===== src/rtl/elevator_pkg.sv =====
// Shared types and default timing constants for the elevator car sequencers.
package elevator_pkg;

  typedef enum logic [1:0] {IDLE, MOVE_UP, MOVE_DOWN, DOOR_OPEN} car_state_t;
  typedef enum logic {UP, DOWN} dir_t;

  // Cycle counts at a 100 MHz system clock.
  localparam int MOVE_TICKS_2S = 200_000_000;
  localparam int DOOR_TICKS_3S = 300_000_000;

endpackage


===== src/rtl/car_motion_controller_tick_timer.sv =====
// Restartable tick timer: expire is high on the cycle the count reaches term-1.
module tick_timer #(
  parameter int CNT_W = 30
) (
  input  logic             clk,
  input  logic             reset,
  input  logic             restart,
  input  logic             en,
  input  logic [CNT_W-1:0] term,
  output logic             expire
);

  logic [CNT_W-1:0] count_reg;

  always_ff @(posedge clk) begin
    if (reset || restart) begin
      count_reg <= '0;
    end else if (en) begin
      count_reg <= count_reg + CNT_W'(1);
    end
  end

  assign expire = en && (count_reg == term - CNT_W'(1));

endmodule


===== src/rtl/car_motion_controller.sv =====
// Per-car SCAN sequencer: pending-call bitmap, floor stepping and door dwell.
// Optional ESTOP_EN adds an estop input that freezes the FSM and timer.
module car_motion_controller
  import elevator_pkg::*;
#(
  parameter int FLOORS     = 4,
  parameter int FLOOR_W    = 2,
  parameter int CNT_W      = 30,
  parameter int MOVE_TICKS = MOVE_TICKS_2S,
  parameter int DOOR_TICKS = DOOR_TICKS_3S
) (
  input  logic               clk,
  input  logic               reset,
`ifdef ESTOP_EN
  input  logic               estop,
`endif
  input  logic               req_valid,
  input  logic [FLOOR_W-1:0] req_floor,
  output logic               req_err,
  output logic [FLOORS-1:0]  pending,
  output logic [FLOOR_W-1:0] cur_floor,
  output logic               moving_up,
  output logic               moving_down,
  output logic               door_open,
  output logic               arrived
);

  localparam logic [FLOOR_W:0] FLOORS_LIM = (FLOOR_W + 1)'(FLOORS);

  car_state_t         state_reg, state_next;
  dir_t               dir_reg, dir_next;
  logic [FLOOR_W-1:0] floor_reg, floor_next;
  logic [FLOORS-1:0]  pending_reg, pending_next, set_mask, clr_mask;
  logic [FLOOR_W-1:0] up_floor, down_floor;
  logic               arrived_reg, req_err_reg;
  logic               req_ok, hold, freeze;
  logic               restart, timer_en, expire;
  logic [CNT_W-1:0]   term;

  function automatic logic bit_at(input logic [FLOORS-1:0] v, input logic [FLOOR_W-1:0] f);
    logic r;
    r = 1'b0;
    for (int i = 0; i < FLOORS; i++) if (FLOOR_W'(i) == f) r = v[i];
    return r;
  endfunction

  function automatic logic [FLOORS-1:0] onehot(input logic [FLOOR_W-1:0] f);
    logic [FLOORS-1:0] m;
    for (int i = 0; i < FLOORS; i++) m[i] = (FLOOR_W'(i) == f);
    return m;
  endfunction

  function automatic logic any_above(input logic [FLOORS-1:0] v, input logic [FLOOR_W-1:0] f);
    logic r;
    r = 1'b0;
    for (int i = 0; i < FLOORS; i++) if (v[i] && (FLOOR_W'(i) > f)) r = 1'b1;
    return r;
  endfunction

  function automatic logic any_below(input logic [FLOORS-1:0] v, input logic [FLOOR_W-1:0] f);
    logic r;
    r = 1'b0;
    for (int i = 0; i < FLOORS; i++) if (v[i] && (FLOOR_W'(i) < f)) r = 1'b1;
    return r;
  endfunction

`ifdef ESTOP_EN
  assign freeze = estop;
`else
  assign freeze = 1'b0;
`endif

  assign req_ok   = req_valid && ({1'b0, req_floor} < FLOORS_LIM);
  // A call for the open floor is absorbed and only extends the dwell.
  assign hold     = req_ok && (state_reg == DOOR_OPEN) && (req_floor == floor_reg);
  assign set_mask = (req_ok && !hold) ? onehot(req_floor) : '0;

  always_comb begin
    state_next = state_reg;
    dir_next   = dir_reg;
    floor_next = floor_reg;
    clr_mask   = '0;
    restart    = 1'b0;
    up_floor   = floor_reg + FLOOR_W'(1);
    down_floor = floor_reg - FLOOR_W'(1);
    if (!freeze) begin
      case (state_reg)
        IDLE: begin
          if (bit_at(pending_reg, floor_reg)) begin
            state_next = DOOR_OPEN;
            clr_mask   = onehot(floor_reg);
          end else if (dir_reg == UP) begin
            if (any_above(pending_reg, floor_reg))      state_next = MOVE_UP;
            else if (any_below(pending_reg, floor_reg)) state_next = MOVE_DOWN;
          end else begin
            if (any_below(pending_reg, floor_reg))      state_next = MOVE_DOWN;
            else if (any_above(pending_reg, floor_reg)) state_next = MOVE_UP;
          end
        end
        MOVE_UP: begin
          if (expire) begin
            floor_next = up_floor;
            dir_next   = UP;
            if (bit_at(pending_reg, up_floor)) begin
              state_next = DOOR_OPEN;
              clr_mask   = onehot(up_floor);
            end else if (any_above(pending_reg, up_floor)) begin
              restart = 1'b1;
            end else begin
              state_next = IDLE;
            end
          end
        end
        MOVE_DOWN: begin
          if (expire) begin
            floor_next = down_floor;
            dir_next   = DOWN;
            if (bit_at(pending_reg, down_floor)) begin
              state_next = DOOR_OPEN;
              clr_mask   = onehot(down_floor);
            end else if (any_below(pending_reg, down_floor)) begin
              restart = 1'b1;
            end else begin
              state_next = IDLE;
            end
          end
        end
        DOOR_OPEN: begin
          if (hold)        restart    = 1'b1;
          else if (expire) state_next = IDLE;
        end
        default: state_next = IDLE;
      endcase
      if (state_next != state_reg) restart = 1'b1;
    end
  end

  assign pending_next = (pending_reg | set_mask) & ~clr_mask;
  assign timer_en     = !freeze && (state_reg != IDLE);
  assign term         = (state_reg == DOOR_OPEN) ? CNT_W'(DOOR_TICKS) : CNT_W'(MOVE_TICKS);

  tick_timer #(.CNT_W(CNT_W)) u_timer (
    .clk    (clk),
    .reset  (reset),
    .restart(restart),
    .en     (timer_en),
    .term   (term),
    .expire (expire)
  );

  always_ff @(posedge clk) begin
    if (reset) begin
      state_reg   <= IDLE;
      dir_reg     <= UP;
      floor_reg   <= '0;
      pending_reg <= '0;
      arrived_reg <= 1'b0;
      req_err_reg <= 1'b0;
    end else begin
      state_reg   <= state_next;
      dir_reg     <= dir_next;
      floor_reg   <= floor_next;
      pending_reg <= pending_next;
      arrived_reg <= (state_next == DOOR_OPEN) && (state_reg != DOOR_OPEN);
      req_err_reg <= req_valid && !req_ok;
    end
  end

  assign pending     = pending_reg;
  assign cur_floor   = floor_reg;
  assign moving_up   = (state_reg == MOVE_UP) && !freeze;
  assign moving_down = (state_reg == MOVE_DOWN) && !freeze;
  assign door_open   = (state_reg == DOOR_OPEN);
  assign arrived     = arrived_reg;
  assign req_err     = req_err_reg;

endmodule


===== config.mk =====
export PLATFORM = sky130hd
export DESIGN_NAME = car_motion_controller
export DESIGN_NICKNAME = d
export VERILOG_FILES = /design/src/rtl/elevator_pkg.sv /design/src/rtl/car_motion_controller_tick_timer.sv /design/src/rtl/car_motion_controller.sv
export SDC_FILE = /design/constraint.sdc
export NUM_CORES = 1
export LEC_CHECK = 0
export CORE_ASPECT_RATIO = 1.75
export CORE_MARGIN = 5
export CORE_UTILIZATION = 60
export CTS_CLUSTER_DIAMETER = 50
export CTS_CLUSTER_SIZE = 30
export DETAILED_ROUTE_END_ITERATION = 12
export MAX_ROUTING_LAYER = met4
export PLACE_DENSITY = 0.76
export SKIP_CTS_REPAIR_TIMING = 1
export SYNTH_ARGS = -nofsm -noshare
export SYNTH_HDL_FRONTEND = slang
export SYNTH_SLANG_ARGS = --single-unit

===== constraint.sdc =====
create_clock -name clk -period 3.1 [get_ports clk]
set_input_delay 0.62 -clock clk [delete_from_list [all_inputs] [get_ports clk]]
set_output_delay 0.62 -clock clk [all_outputs]
set_load 0.05 [all_outputs]

==> results.yml <==
clocking:
  cts.clk_slew.worst_paths_ns: 0.07
  cts_buffers: 5
  cts.path.max_buffers: 2
  cts_tree: "yes"
  clock_latency_ns: 0.28
  clock-sinks: 40
  root_buffer: "clkbuf_8"
  cts_max_level: 2
worst_hold_path:
  worstHoldPathType: "flip-flop to flip-flop"
  min_path_cells: 2
  worstHoldStart: "dir_reg$_SDFFE_PP0P_"
  hold-path-endpoint: "dir_reg$_SDFFE_PP0P_"
pwr:
  sw_frac_of_total_pct: 45.0
  clock_power_share_pct: 16.5
  comb_power_share_pct: 55.0
  powerDensity_mw_per_mm2: 695
  peakVddDrop_v: 0.000552
  intPower_mw: 1.16
  p_switching_mw: 0.948
  seqPwrFrac_pct: 28.4
  p_leak_nw: 0.990
  power_mw: 2.11
yosys:
  synthTopCellsByArea: "dfxtp_1 (29%), nor3_1 (7.0%), ha_1 (6.0%)"
  synth-seq-area-share_pct: 29.4
  yosys_warnings: 0
  synth_area_mm2: 0.00272
  synth_top_area_share_pct: 29.4
  syn-instance-count: 327
  synthFlopType: "dfxtp_1"
  yosysMostFrequentCell: "dfxtp_1"
  yosysTopAreaCell: "dfxtp_1"
  synth_common_cells: "dfxtp_1 (40), nor3_1 (38), nand2_1 (22)"
  async_flop_share_pct: 0
  synth_cell_type_count: 59
  synth_edf_count: 0
  syn_area_per_cell_um2: 8.32
  synth_fp_nets: 345
  synth_seq_cells: 40
sta:
  timing.final.crit_period_ns: 2.80
  finalCritPeriodShare_pct: 90.3
  slew_viol_final: 0
  worst_pin_slew_ns: 0.778
  maxSlewHeadroom_pct: 47.8
  rsz0062_at_grt: "no"
  setup_viol: 0
  clock_skew_ns: 0.00368
  whs_ns: 0.551
  fin_setup_tns_ns: 0
  hold_viol: 0
  fmax_mhz: 357
setup_path:
  cpMaxStageDelayCell: "dfxtp_1"
  cp-end-kind: "flip-flop"
  cp.required_ns: 3.26
  r2r_start: "state_reg[1]$_SDFF_PP0_"
  critical_path.cell_chain: "ha_1 -> or3b_1 -> a2111oi_4 -> o2111a_2 -> a21oi_1 -> a221oi_1 -> nor4_1"
  r2r_cells: 7
  crit_type: "flip-flop to flip-flop"
  cp-start-kind: "flip-flop"
  r2r_end: "arrived$_SDFF_PP0_"
  r2r_slack_ns: 0.30
  worstPathArrival_ns: 2.96
  critPathMaxFanout: 8
  worst_path_largest_cell_delay_ns: 0.48
die:
  initial_core_util_pct: 61.8
  fp.dieH_um: 99.1
  rows: 32
  core_area_mm2: 0.00440
  die_x_um: 60.9
  io-pin-count: 16
  dieArea_mm2: 0.00604
place:
  place_inst: 392
  hpwl_um: 5480
  port_buffers: 14
  gp_congestion: 0.969
global_routing:
  overflow: 0
  antenna_found_initial: 0
  grt_pass1_wl_um: 12100
  grt_pass1_vias: 2688
  grt_max_degree: 31
  grt_util_all_layers_pct: 26.5
outcome:
  outcome: "finished clean"
drt:
  wl_met1_um: 2520
  top_layer: "met4"
  vias_per_cell: 6.41
  wl_per_cell_um: 17.6
  dr.pass1.iters: 4
  wirelength_um: 7050
  drt_iter0_drc: 129
  routed-wl-met2_um: 3870
  dr_wl_met3_um: 178
  dr_total_vias: 2565
  antenna_left: 0
  drc: 0
cells_and_area:
  drive_gt1_share_pct: 7.74
  final_nets: 366
  area_delta_synth_final_pct: 11.5
  diodes: 0
  instances_no_fill: 400
  largest_reg_flops: 30
flow_run:
  max_cap_violations: 0
-- how the worst max path moves through the flow --
| stage | startpoint | end | cells past startpoint |
|---|---|---|---|
| CTS | state_reg[1]$_SDFF_PP0_ | moving_up | 4 |
| finish | state_reg[1]$_SDFF_PP0_ | arrived$_SDFF_PP0_ | 7 |
| global route | cur_floor[1]$_SDFFE_PP0P_ | u_timer.count_reg[11]$_SDFFE_PP0N_ | 8 |
| detailed placement | state_reg[1]$_SDFF_PP0_ | u_timer.count_reg[3]$_SDFFE_PP0N_ | 8 |
| global placement | state_reg[1]$_SDFF_PP0_ | arrived$_SDFF_PP0_ | 7 |
| floorplan | cur_floor[0]$_SDFFE_PP0P_ | u_timer.count_reg[0]$_SDFFE_PP0N_ | 10 |
-- power groups by stage --
| stage | sequential, mW | clock (mW) | combinational [mW] |
|---|---|---|---|
| floorplan | 0.671 | 0 | 0.776 |
| global placement | 0.608 | 0 | 1.13 |
| detailed placement | 0.610 | 0 | 1.15 |
| CTS | 0.599 | 0.358 | 1.16 |
| global route | 0.607 | 0.390 | 1.27 |
| finish | 0.600 | 0.348 | 1.16 |
-- final cells by class --
cell class	count	area, um2
multi-input cells	259	1780
fillers	386	1370
inverters	17	63.8
well taps	51	63.8
repair buffers	25	235
flip-flops and latches	40	801
clock buffers	8	90.1
-- metal layers --
| metal | global-route usage, % | vias up |
|---|---|---|
| met5 | - | - |
| li1 | - | 1246 |
| met3 | 4.29 | 43 |
| met4 | 17.7 | 0 |
| met1 | 26.8 | 1203 |
| met2 | 44.7 | 73 |
-- kinds of logic (layout without fill, tap and decap cells) --
logic type / Yosys count / count (layout) / share of synthesized area, %
other cells: 1 / 1 / 0.138
mux: 3 / 3 / 1.15
buf+inv: 28 / 50 / 5.15
flops: 40 / 40 / 29.4
xor+xnor: 32 / 32 / 10.3
simple gates: 151 / 151 / 30.5
fa+ha+maj: 13 / 13 / 5.98
compound gates: 59 / 59 / 17.3
-- worst max-delay path: cells and delay by family, from the launching register on --
family	cells	cell delay, ns
flip-flops	1	0.48
AND/OR/NAND/NOR	2	0.54
AO/OA/AOI/OAI	4	1.23
adder cells (fa/ha/maj)	1	0.43
-- metrics by stage --
| step | util (%) | worst slack [ns] | area (um2) |
|---|---|---|---|
| final | 68.9 | 0.300 | 3030 |
| after global routing | 68.9 | 0.105 | 3030 |
| after CTS | 68.9 | 0.329 | 3030 |
| after detailed placement | 66.8 | 0.376 | 2940 |
| after global placement | 66.8 | 0.394 | 2940 |
| after floorplan | - | 0.203 | 2720 |
-- placed cells by master, fill, tap and decap left out, types with 11 or more instances in the layout --
cell | netlist | final
nor3_1 | 38 | 38
nand2_1 | 22 | 22
ha_1 | 13 | 13
nand4_1 | 11 | 11
xor2_1 | 14 | 14
inv_1 | 17 | 17
dfxtp_1 | 40 | 40
nor2_1 | 19 | 19
clkdlybuf4s50_1 | 0 | 14
xnor2_1 | 18 | 18
Power figures use the tool's default switching activity.
